<file path="config.mk">
export PLATFORM = sky130hd
export DESIGN_NAME = uart_seq_detect
export DESIGN_NICKNAME = d
export VERILOG_FILES = /design/src/rtl/uart_seq_detect.sv
export SDC_FILE = /design/constraint.sdc
export NUM_CORES = 1
export LEC_CHECK = 0
export BUFFER_PORTS_ARGS = -buffer_cell sky130_fd_sc_hd__buf_4
export CAP_MARGIN = 40
export CORE_MARGIN = 3
export CORE_UTILIZATION = 55
export DETAILED_ROUTE_END_ITERATION = 7
export PLACE_DENSITY = 0.79
export SYNTH_ARGS = -nofsm -noshare
export SYNTH_HDL_FRONTEND = slang
export SYNTH_SLANG_ARGS = --single-unit
</file>
<file path="constraint.sdc">
create_clock -name clk_i -period 3 [get_ports clk_i]
set_input_delay 0.75 -clock clk_i [delete_from_list [all_inputs] [get_ports clk_i]]
set_output_delay 0.75 -clock clk_i [all_outputs]
set_load 0.02 [all_outputs]
</file>
<file path="src/rtl/uart_seq_detect.sv">
// Sliding-window multi-byte pattern detector on a UART receive byte stream.
// Optional idle-timeout window flush is compiled in with UART_SEQ_DETECT_TIMEOUT_EN.
module uart_seq_detect #(
  parameter int unsigned                 DATA_W      = 8,
  parameter int unsigned                 SEQ_LEN     = 4,
  parameter logic [SEQ_LEN*DATA_W-1:0]   PATTERN     = 32'hDEADBEEF,
  parameter logic [SEQ_LEN*DATA_W-1:0]   MASK        = '1,
  parameter bit                          OVERLAP     = 1'b1,
  parameter int unsigned                 CNT_W       = 16,
  parameter int unsigned                 TIMEOUT_CYC = 1000
) (
  input  logic                           clk_i,
  input  logic                           rst_i,
  input  logic                           en_i,
  input  logic                           rx_valid_i,
  input  logic [DATA_W-1:0]              rx_data_i,
  output logic                           rx_ready_o,
  input  logic                           irq_clr_i,
  output logic                           hit_o,
  output logic                           irq_o,
  output logic [CNT_W-1:0]               match_cnt_o,
  output logic [$clog2(SEQ_LEN+1)-1:0]   fill_o
);

  localparam int unsigned      WinW    = SEQ_LEN * DATA_W;
  localparam int unsigned      FillW   = $clog2(SEQ_LEN + 1);
  localparam logic [FillW-1:0] FillMax = FillW'(SEQ_LEN);

  typedef enum logic [1:0] {StEmpty, StFilling, StFull} state_e;

  state_e           state_q;
  logic [WinW-1:0]  win_q;
  logic [WinW-1:0]  win_shift;
  logic [FillW-1:0] fill_q;
  logic [FillW-1:0] fill_inc;
  logic             hit_q;
  logic             irq_q;
  logic [CNT_W-1:0] cnt_q;
  logic             acc;
  logic             match;
  logic             flush;

  assign rx_ready_o = en_i & ~rst_i;
  assign acc        = rx_valid_i & rx_ready_o;

  // Oldest byte falls off the top; the new byte enters at the LSBs.
  assign win_shift = (win_q << DATA_W) | WinW'(rx_data_i);
  assign fill_inc  = (fill_q == FillMax) ? fill_q : fill_q + FillW'(1);
  assign match     = acc && (fill_inc == FillMax) && (((win_shift ^ PATTERN) & MASK) == '0);

`ifdef UART_SEQ_DETECT_TIMEOUT_EN
  localparam int unsigned      IdleW     = (TIMEOUT_CYC > 0) ? $clog2(TIMEOUT_CYC + 1) : 1;
  localparam logic [IdleW:0]   IdleLimit = (IdleW + 1)'(TIMEOUT_CYC);

  logic [IdleW-1:0] idle_q;
  logic [IdleW:0]   idle_inc;

  // Flush on the idle cycle in which the count reaches TIMEOUT_CYC; an accept always wins.
  assign idle_inc = {1'b0, idle_q} + (IdleW + 1)'(1);
  assign flush    = en_i & ~acc & (fill_q != '0) & (idle_inc == IdleLimit);

  always_ff @(posedge clk_i) begin
    if (rst_i || !en_i || acc || flush) begin
      idle_q <= '0;
    end else if (fill_q != '0) begin
      idle_q <= idle_inc[IdleW-1:0];
    end
  end
`else
  assign flush = 1'b0;
`endif

  always_ff @(posedge clk_i) begin
    if (rst_i) begin
      state_q <= StEmpty;
      win_q   <= '0;
      fill_q  <= '0;
      hit_q   <= 1'b0;
      irq_q   <= 1'b0;
      cnt_q   <= '0;
    end else begin
      hit_q <= match;
      // A new hit takes priority over a simultaneous clear.
      if (match) begin
        irq_q <= 1'b1;
      end else if (irq_clr_i) begin
        irq_q <= 1'b0;
      end
      if (match && (cnt_q != '1)) begin
        cnt_q <= cnt_q + CNT_W'(1);
      end
      if (acc) begin
        win_q <= win_shift;
      end
      if (!en_i || flush || (match && !OVERLAP)) begin
        state_q <= StEmpty;
        fill_q  <= '0;
      end else if (acc) begin
        fill_q <= fill_inc;
        case (state_q)
          StEmpty:   state_q <= (fill_inc == FillMax) ? StFull : StFilling;
          StFilling: if (fill_inc == FillMax) state_q <= StFull;
          default:   state_q <= StFull;
        endcase
      end
    end
  end

  assign hit_o       = hit_q;
  assign irq_o       = irq_q;
  assign match_cnt_o = cnt_q;
  assign fill_o      = fill_q;

endmodule

</file>
==> results.txt <==
----------------------------------------------------
[Setup path]
  Critical Path Start Type ... flip-flop
  Worst EP arrival ... 2.59 ns
  Critical path class ... reg2reg
  Most frequent cell on the critical path ... nor4_1
  Top Family by Delay on Critical Path ... simple AND/OR/NAND/NOR gates
  CP peak stage delay ... 0.39 ns
  WP data required ... 3.19 ns
  Maximum fanout encountered on the critical timing path ... 16
  CP endpoint kind ... flip-flop
  Cell at the slowest stage of the critical path ... dfxtp_1
  Critical Path, Cell by Cell ... inv_1, ha_1, nand4bb_4, nor4_1, nand4_1, buf_4, nor4_1, mux2_1
  Bufs and invs on worst path ... 2

[Logic synthesis]
  Share of Yosys cell area claimed by the top area cell type ... 0.415
  Warnings, synthesis ... 0
  Post-synthesis async set-or-reset flop share ... 0
  Number of nets in the synthesized netlist ... 269
  Post-synthesis sequential area ratio ... 0.415
  Mean Syn Cell Area ... 8.59 um2
  Number of synthesized register bits ... 45
  Area contributors post-synth ... dfxtp_1, nand2b_1, o21ai_0, nand2_1, or4_1
  Synthesized area ... 0.00217 mm2
  Dominant register cell in the synthesized netlist ... dfxtp_1
  Number of enable flip-flop cells after synthesis ... 0
  Post-Synthesis Cells ... 253
  Number of unique standard cell types used by synthesis ... 44
  Biggest area consumer among synthesized cells ... dfxtp_1

[Global routing]
  Gr ovfl total ... 0
  Number of global-route vias before repair ... 1694
  Global-route usage over all layers ... 0.210
  First-pass GRT wire length ... 7.45 mm
  Largest net degree at the start of global routing ... 49
  Number of antenna violations at the first check in global routing ... 0

[Timing]
  Highest clock rate ... 0.417 GHz
  Max Clock Skew ... 0.0108 ns
  Final-report setup violation count ... 0
  Ratio of final minimum period to clock period ... 0.800
  Endpoints failing hold ... 0
  Total count of max-transition violations in the final report ... 0
  Slew at the pin closest to its max-slew limit ... 0.420 ns
  Final worst path period need ... 2.40 ns
  Worst relative slew slack ... 0.718
  Unrepaired setup endpoints after global routing ... no
  Worst-case hold slack ... 0.446 ns
  Final setup TNS ... 0 ns

[Route]
  Vias per Instance ... 5.78
  Number of DRC markers in iteration 0 ... 173
  Number of remaining DRC errors ... 0
  Pre-antenna DRT Iters ... 4
  Average wire per standard cell ... 13.5 um
  Aggregate routed wire length ... 4.51 mm
  Antenna viol nets, final ... 0
  Via total after detailed routing ... 1929

[Clock network]
  Post-CTS Resized ... 0
  Maximum level of the CTS H-tree ... 2
  Clock edge transition at the registers on the reported setup and hold paths ... 0.09 ns
  Root buffer selected by CTS ... clkbuf_8
  Total CTS buffers ... 5
  Count of hold buffers inserted by post-cts repair ... 0
  Post-CTS setup buffers ... 0
  TritonCTS Sinks ... 45
  Worst-case clock buffer depth ... 2
  Worst skew pair latency ... 0.30 ns
  Clock tree from TritonCTS ... done

[Die]
  Starting density of the core ... 0.581
  IO Count ... 35
  Area of the placeable core ... 0.00374 mm2
  Die outline width ... 68.9 um
  Vert. Die Dim ... 68.9 um
  FP Rows ... 22
  Die Area ... 0.00474 mm2

[Layout]
  Layout overhead on the synthesized area ... 18.4%
  Proportion of layout cells with a drive suffix above 1 ... 0.203
  Net count of the finished layout ... 301
  Count of antenna diodes in the layout ... 0
  Count of filler cells inserted in the layout ... 324

[Power]
  Share of total power in the clock network ... 0.410
  Internal power ... 0.909 mW
  Static leakage ... 0.910 nW
  Switching power summed over all nets ... 0.241 mW
  Fraction of power spent switching nets ... 0.210
  Worst vdd ir ... 342 uV
  Flop pwr share ... 0.536
  Proportion of power drawn by combinational gates ... 0.054
  Pwr dens ... 447 mW/mm2

[Min path]
  Type of the tightest min-delay check ... reg2reg

[Placement]
  Input/output buffers ... 34
  Detail Placement HPWL ... 3.10 mm
  GP Congestion ... 0.793

[Job]
  Reported max-cap violation count ... 0

[Outcome]
  Run status ... finished, final reports clean

----------------------------------------------------
-- cell usage in the layout, fill, tap and decap left out, types with 7 or more instances in the layout --
cell type,netlist,layout
a21oi_1,12,12
nand4_1,7,7
nor2_1,12,12
or4_1,10,10
o21ai_0,25,25
dfxtp_1,45,45
o31ai_1,9,9
nand2_1,33,33
nand2b_1,27,27
buf_4,2,39
-- power groups by stage --
stage	logic [mW]	registers [mW]	clock network, mW
final	0.0623	0.616	0.471
after global placement	0.0616	0.630	0
after CTS	0.0628	0.616	0.484
after floorplan	0.0376	0.628	0
after global routing	0.0700	0.618	0.508
after detailed placement	0.0621	0.630	0
-- worst register-to-register path, stage by stage (launching register included) --
cell	delay (ns)
dfxtp_1	0.39
inv_1	0.09
ha_1	0.31
nand4bb_4	0.22
nor4_1	0.29
nand4_1	0.15
buf_4	0.22
nor4_1	0.29
mux2_1	0.35
-- stage by stage --
step / setup WS (ns) / cells / utilization / total power [mW] / instance area [um2]
6_report: 0.600 / 334 / 0.687 / 1.15 / 2570
5_1_grt: 0.417 / 334 / 0.687 / 1.20 / 2570
4_1_cts: 0.577 / 334 / 0.687 / 1.16 / 2570
3_5_place_dp: 0.527 / 326 / 0.656 / 0.692 / 2460
3_3_place_gp: 0.576 / 326 / 0.656 / 0.691 / 2460
2_1_floorplan: 0.658 / 253 / - / 0.666 / 2170
-- final cells by class --
cell class / instances / area, um2 / area share
multi-input cells: 187 / 1180 / 0.457
flip-flops and latches: 45 / 901 / 0.350
repair buffers: 39 / 293 / 0.114
clock buffers: 7 / 86.3 / 0.0336
well taps: 48 / 60.1 / 0.0233
clock inverters: 1 / 30.0 / 0.0117
inverters: 7 / 26.3 / 0.0102
-- cells in the mapped netlist (all sizes together), types with 2 or more instances --
cell	number
nor4	5
inv	7
nand4bb	4
nand4	8
mux2	4
ha	3
buf	5
o21ai	25
dfxtp	45
and3	2
nand3	6
nand4b	3
clkbuf	9
nor2	12
o31ai	9
nor2b	5
nand2b	27
a211oi	2
or2	2
or4	10
a21oi	12
nor3	2
nand2	33
-- registers in the layout (all words and copies together) (netlist names) --
| name | count |
|---|---|
| win_q | 24 |
| match_cnt_o | 16 |
| fill_o | 3 |
| hit_o | 1 |
| irq_o | 1 |
-- worst paths after layout --
check | startpoint | endpoint | slack [ns] | cells past startpoint
worst max-delay path | fill_o[0]$_SDFFE_PP0P_ | match_cnt_o[13]$_SDFFE_PP0P_ | 0.60 | 8
worst max register to register | fill_o[0]$_SDFFE_PP0P_ | match_cnt_o[13]$_SDFFE_PP0P_ | 0.60 | 8
worst min-delay path | irq_o$_SDFFE_PP0P_ | irq_o$_SDFFE_PP0P_ | 0.45 | 2
worst min register to register | irq_o$_SDFFE_PP0P_ | irq_o$_SDFFE_PP0P_ | 0.45 | 2
-- cells by family (layout without fill, tap and decap cells) --
| kind of cell | count (synthesis) | count (layout) | share of synthesized area |
|---|---|---|---|
| adder cells (fa/ha/maj) | 3 | 3 | 0.0173 |
| XOR/XNOR | 1 | 1 | 0.00403 |
| buffers and inverters | 21 | 54 | 0.0443 |
| AO/OA/AOI/OAI | 53 | 53 | 0.146 |
| multiplexers | 5 | 5 | 0.0253 |
| AND/OR/NAND/NOR | 125 | 125 | 0.349 |
| flip-flops | 45 | 45 | 0.415 |
-- per-layer routing --
metal,wire length [um],GRT usage
met5,0,0
met2,2180,0.361
met1,2000,0.251
met3,287,0.0583
met4,45,0.0730
(Power assumes the default switching activity.)
